### src/rtl/baccarat_pkg.sv
// Shared types, card codes and helpers for the baccarat hand controller.
package baccarat_pkg;

  typedef enum logic [3:0] {
    DEAL_P1  = 4'd0,
    DEAL_D1  = 4'd1,
    DEAL_P2  = 4'd2,
    DEAL_D2  = 4'd3,
    CHK_NAT  = 4'd4,
    DEAL_P3  = 4'd5,
    CHK_BANK = 4'd6,
    DEAL_D3  = 4'd7,
    RESULT   = 4'd8,
    DONE     = 4'd9
  } state_t;

  localparam logic [3:0] CARD_J = 4'd11;
  localparam logic [3:0] CARD_Q = 4'd12;
  localparam logic [3:0] CARD_K = 4'd13;

  localparam int NATURAL_MIN = 8;

  // Baccarat point value of a raw card code; tens, faces and invalid codes count as 0.
  function automatic logic [3:0] card_value(input logic [3:0] code);
    logic [3:0] v;
    case (code)
      4'd10, CARD_J, CARD_Q, CARD_K: v = 4'd0;
      4'd0, 4'd14, 4'd15:            v = 4'd0;
      default:                       v = code;
    endcase
    return v;
  endfunction

endpackage

### src/rtl/banker_draw_rule.sv
// Banker third-card rule: decides whether the dealer draws given its score
// and the value (0-9) of the player's third card.
module banker_draw_rule #(
  parameter int SCORE_W = 4
) (
  input  logic [SCORE_W-1:0] dscore,
  input  logic [3:0]         pvalue,
  output logic               draw
);

  // Rule table indexed by dealer score.
  always_comb begin
    draw = 1'b0;
    case (dscore)
      SCORE_W'(0), SCORE_W'(1), SCORE_W'(2): draw = 1'b1;
      SCORE_W'(3): draw = (pvalue != 4'd8);
      SCORE_W'(4): draw = (pvalue >= 4'd2) && (pvalue <= 4'd7);
      SCORE_W'(5): draw = (pvalue >= 4'd4) && (pvalue <= 4'd7);
      SCORE_W'(6): draw = (pvalue >= 4'd6) && (pvalue <= 4'd7);
      default:     draw = 1'b0;
    endcase
  end

endmodule

### src/rtl/baccarat_deal_ctrl.sv
// Sequencing controller for one baccarat hand: deals cards on step pulses,
// applies natural and third-card rules, then latches the win lights.
module baccarat_deal_ctrl
  import baccarat_pkg::*;
#(
  parameter int SCORE_W = 4,
  parameter int CARD_W  = 4
) (
  input  logic               slow_clock,
  input  logic               resetb,
  input  logic               step,
  input  logic [SCORE_W-1:0] pscore,
  input  logic [SCORE_W-1:0] dscore,
  input  logic [CARD_W-1:0]  pcard3,
  output logic               load_pcard1,
  output logic               load_pcard2,
  output logic               load_pcard3,
  output logic               load_dcard1,
  output logic               load_dcard2,
  output logic               load_dcard3,
  output logic               player_win_light,
  output logic               dealer_win_light,
  output logic               hand_done
);

  state_t     state;
  state_t     state_next;
  logic       banker_draw;
  logic       natural;
  logic [3:0] p3_value;

  assign p3_value = card_value(pcard3);
  assign natural  = (pscore >= SCORE_W'(NATURAL_MIN)) || (dscore >= SCORE_W'(NATURAL_MIN));

  banker_draw_rule #(.SCORE_W(SCORE_W)) u_rule (
    .dscore (dscore),
    .pvalue (p3_value),
    .draw   (banker_draw)
  );

  // Next-state selection: deal states wait for step, check states take one cycle.
  always_comb begin
    state_next = state;
    case (state)
      DEAL_P1:  if (step) state_next = DEAL_D1;
      DEAL_D1:  if (step) state_next = DEAL_P2;
      DEAL_P2:  if (step) state_next = DEAL_D2;
      DEAL_D2:  if (step) state_next = CHK_NAT;
      CHK_NAT: begin
        if (natural)                        state_next = RESULT;
        else if (pscore <= SCORE_W'(5))     state_next = DEAL_P3;
        else if (dscore <= SCORE_W'(5))     state_next = DEAL_D3;
        else                                state_next = RESULT;
      end
      DEAL_P3:  if (step) state_next = CHK_BANK;
      CHK_BANK: state_next = banker_draw ? DEAL_D3 : RESULT;
      DEAL_D3:  if (step) state_next = RESULT;
      RESULT:   state_next = DONE;
      DONE:     state_next = DONE;
      default:  state_next = DEAL_P1;
    endcase
  end

  // Load strobes: one per deal state, only while step is high; reset suppresses them.
  always_comb begin
    load_pcard1 = 1'b0;
    load_pcard2 = 1'b0;
    load_pcard3 = 1'b0;
    load_dcard1 = 1'b0;
    load_dcard2 = 1'b0;
    load_dcard3 = 1'b0;
    if (resetb && step) begin
      case (state)
        DEAL_P1: load_pcard1 = 1'b1;
        DEAL_D1: load_dcard1 = 1'b1;
        DEAL_P2: load_pcard2 = 1'b1;
        DEAL_D2: load_dcard2 = 1'b1;
        DEAL_P3: load_pcard3 = 1'b1;
        DEAL_D3: load_dcard3 = 1'b1;
        default: ;
      endcase
    end
  end

  // State register.
  always_ff @(posedge slow_clock or negedge resetb) begin
    if (!resetb) state <= DEAL_P1;
    else         state <= state_next;
  end

  // Result lights and done flag, captured on leaving RESULT and held until reset.
  always_ff @(posedge slow_clock or negedge resetb) begin
    if (!resetb) begin
      player_win_light <= 1'b0;
      dealer_win_light <= 1'b0;
      hand_done        <= 1'b0;
    end else if (state == RESULT) begin
      player_win_light <= (pscore >= dscore);
      dealer_win_light <= (dscore >= pscore);
      hand_done        <= 1'b1;
    end
  end

endmodule

### config.mk
export PLATFORM = sky130hd
export DESIGN_NAME = baccarat_deal_ctrl
export DESIGN_NICKNAME = d
export VERILOG_FILES = /design/src/rtl/baccarat_pkg.sv /design/src/rtl/banker_draw_rule.sv /design/src/rtl/baccarat_deal_ctrl.sv
export SDC_FILE = /design/constraint.sdc
export NUM_CORES = 1
export LEC_CHECK = 0
export BUFFER_PORTS_ARGS = -buffer_cell sky130_fd_sc_hd__buf_2
export CAP_MARGIN = 10
export CORE_UTILIZATION = 49
export CTS_CLUSTER_SIZE = 10
export DETAILED_ROUTE_END_ITERATION = 6
export GPL_TIMING_DRIVEN = 0
export PLACE_DENSITY = 0.81
export SLEW_MARGIN = 0
export SYNTH_ARGS = -nofsm -noshare
export SYNTH_HDL_FRONTEND = slang
export SYNTH_HIERARCHICAL = 1
export SYNTH_SLANG_ARGS = --single-unit
### constraint.sdc
create_clock -name slow_clock -period 2.6 [get_ports slow_clock]
set_clock_uncertainty 0.15 [all_clocks]
set_input_delay 0.39 -clock slow_clock [delete_from_list [all_inputs] [get_ports slow_clock]]
set_output_delay 0.39 -clock slow_clock [all_outputs]
set_load 0.005 [all_outputs]
==> impl_metrics.yaml <==
place:
  hpwl_mm: 1.20
  place_inst: 120
  place.gp.congestion: 0.829
  place_area_sq_um: 800
  port_buffers: 23
timing:
  fmax_mhz: 413
  setup_viol: 0
  min_period_over_period_pct: 93.2
  hold_violations: 0
  period_needed_ps: 2420
  rsz0062_at_grt: "no"
  relSlewSlack_pct: 67.0
  finalSetupTns_ps: 0
  tightestPinTransition_ps: 494
  holdWs_ps: 312
  slew_viol_final: 0
synthesis:
  syn-num-nets: 102
  postSynth.asyncResetShare_pct: 100
  ys_seq_area_share_pct: 26.3
  syn_avg_cell_area_sq_um: 8.03
  yosysTopAreaCellShare_pct: 26.3
  synth_area_leader_cell: "dfrtp_1"
  ys_types: 37
  netlist_area_sq_um: 667
  synth_ff_type: "dfrtp_1"
  yosys_register_bits: 7
  synthTopCellsByArea: "dfrtp_1 26%, ha_1 7.5%, nand2_1 5.6%, inv_1 4.5%, a2111oi_4 4.1%"
  synth_common_cells: "10 x nand2_1, 8 x inv_1, 7 x dfrtp_1"
  yosysMostFrequentCell: "nand2_1"
  synth-warning-count: 6
  synth_edf_count: 0
  synthCells: 83
die:
  die_x_um: 38.9
  die_area_sq_um: 1510
  core-area_sq_um: 1190
  start_util_pct: 56.2
  pin_count: 24
  row_count: 12
  die_h_um: 38.9
drt:
  routed_via_density: 5.78
  routed_wl_mm: 1.49
  drt_iter0_markers: 19
  first_pass_iters: 4
  via_count: 723
  drtAntennaViolNets: 0
  post-route-drc-count: 0
  wl_per_cell_um: 12.0
layout:
  syn_to_final_growth_pct: 25.3
  drive_above_1_share_pct: 30.6
  final_area_sq_um: 836
  fin_nets: 131
  diodes: 0
  final_cells: 125
  finish.utilization_pct: 70.5
worst_setup_path:
  r2r_cells: 5
  worst_ep_arrival_time_ps: 1880
  critPathRequiredTime_ps: 2060
  ff2ff_setup_slack_ps: 840
  startpoint: "resetb"
  r2r-start: "state[1]"
  critPathKind: "input pin to output port"
  critPathCapture: "load_pcard2"
  endpoint_kind: "output port"
  cp-start-kind: "input pin"
  r2r_end: "dealer_win_light"
  cp_max_fo: 8
run_status:
  status: "completed"
clock_network:
  cts_made_buffers: 3
  cts_tree: "done"
  post_cts_buffers: 0
  cts.htree.levels: 1
  clock_tree.buffer_depth: 2
  cts.sink_count: 7
  clk_pin_slew_ps: 50
  cts_root_buffer: "clkbuf_4"
  insertion_delay_ps: 250
pwr:
  powerDensity_nw_per_um2: 308
  ir_drop_mv: 0.161
  leakagePower_nw: 0.396
min_path:
  hold_path_startpoint: "hand_done"
  hp-class: "register to register"
grt:
  grt_usage_pct: 25.5
  grt_max_degree: 11
  antenna_found_initial: 0
  grt_pass1_wl_mm: 2.71
  grt_overflow: 0
  grt_pass1_vias: 671
run:
  max-cap-violations: 0
==> logic make-up (layout without fill, tap and decap cells) <==
family | after synthesis | count (layout) | synth area share [%]
AND/OR/NAND/NOR | 40 | 40 | 34.3
AO/OA/AOI/OAI | 20 | 20 | 23.8
adder cells (fa/ha/maj) | 4 | 4 | 7.50
flip-flops | 7 | 7 | 26.3
buffers and inverters | 12 | 40 | 8.07
==> cells in the final DEF, fill, tap and decap left out, drive strengths merged, types with 3 or more instances in the layout <==
master	Yosys	final
buf	2	25
nand2	10	10
inv	8	8
dfrtp	7	7
nor2	6	6
clkbuf	2	6
o21ai	5	5
nor3	5	5
ha	4	4
a21oi	3	3
nor2b	3	3
==> how the worst min path moves through the flow <==
stage                            end  cells after the start
floorplan           dealer_win_light                      0
finish                     hand_done                      1
detailed placement  player_win_light                      1
global route                state[1]                      3
global placement    dealer_win_light                      1
CTS                        hand_done                      1
==> cell type report <==
class	count	area, sq um
timing repair buffer	24	125
clock buffer	4	26.3
fill	102	350
multi-input combinational	64	438
tap	14	17.5
buffer	4	23.8
inverter	8	30.0
sequential	7	175
==> routing by layer <==
| layer | wire length, um | share of wire, % | global-route usage, % | vias to the layer above |
|---|---|---|---|---|
| met3 | 76 | 5.1 | 5.20 | 0 |
| met4 | 0 | 0 | 5.17 | 0 |
| met1 | 693 | 46 | 32.1 | 343 |
| li1 | - | - | - | 361 |
| met5 | 0 | 0 | 0 | - |
| met2 | 724 | 48 | 44.2 | 19 |
==> critical path, cell delays in order <==
cell,delay [ps]
dlygate4sd3_1,520
buf_2,200
nand2_1,110
or3_1,380
nor3_1,150
buf_2,140
==> metrics by stage <==
step / power, W / setup WS (ps)
after floorplan: 0.000136 / 592
after global placement: 0.000158 / 323
after detailed placement: 0.000160 / 290
after CTS: 0.000259 / 181
after global routing: 0.000279 / 41.4
final: 0.000258 / 176
==> flip-flops by register name, summed over array words and instances, names as in the netlist <==
| name | cells |
|---|---|
| state | 4 |
| dealer_win_light | 1 |
| hand_done | 1 |
| player_win_light | 1 |
==> timing repair <==
action | in CTS | in global routing
endpoints found under the hold margin | 7 | 0
resized for setup | 0 | 0
hold buffers | 1 | 0
==> power by group <==
group          internal, W  switching [W]  leakage (nW)   total, W
clock            0.0000585      0.0000392        0.0150  0.0000978
combinational    0.0000229      0.0000278         0.299  0.0000507
sequential        0.000109              0        0.0822   0.000109
total             0.000190      0.0000671         0.396   0.000258
Note: power is estimated with default switching activity, not from simulation.
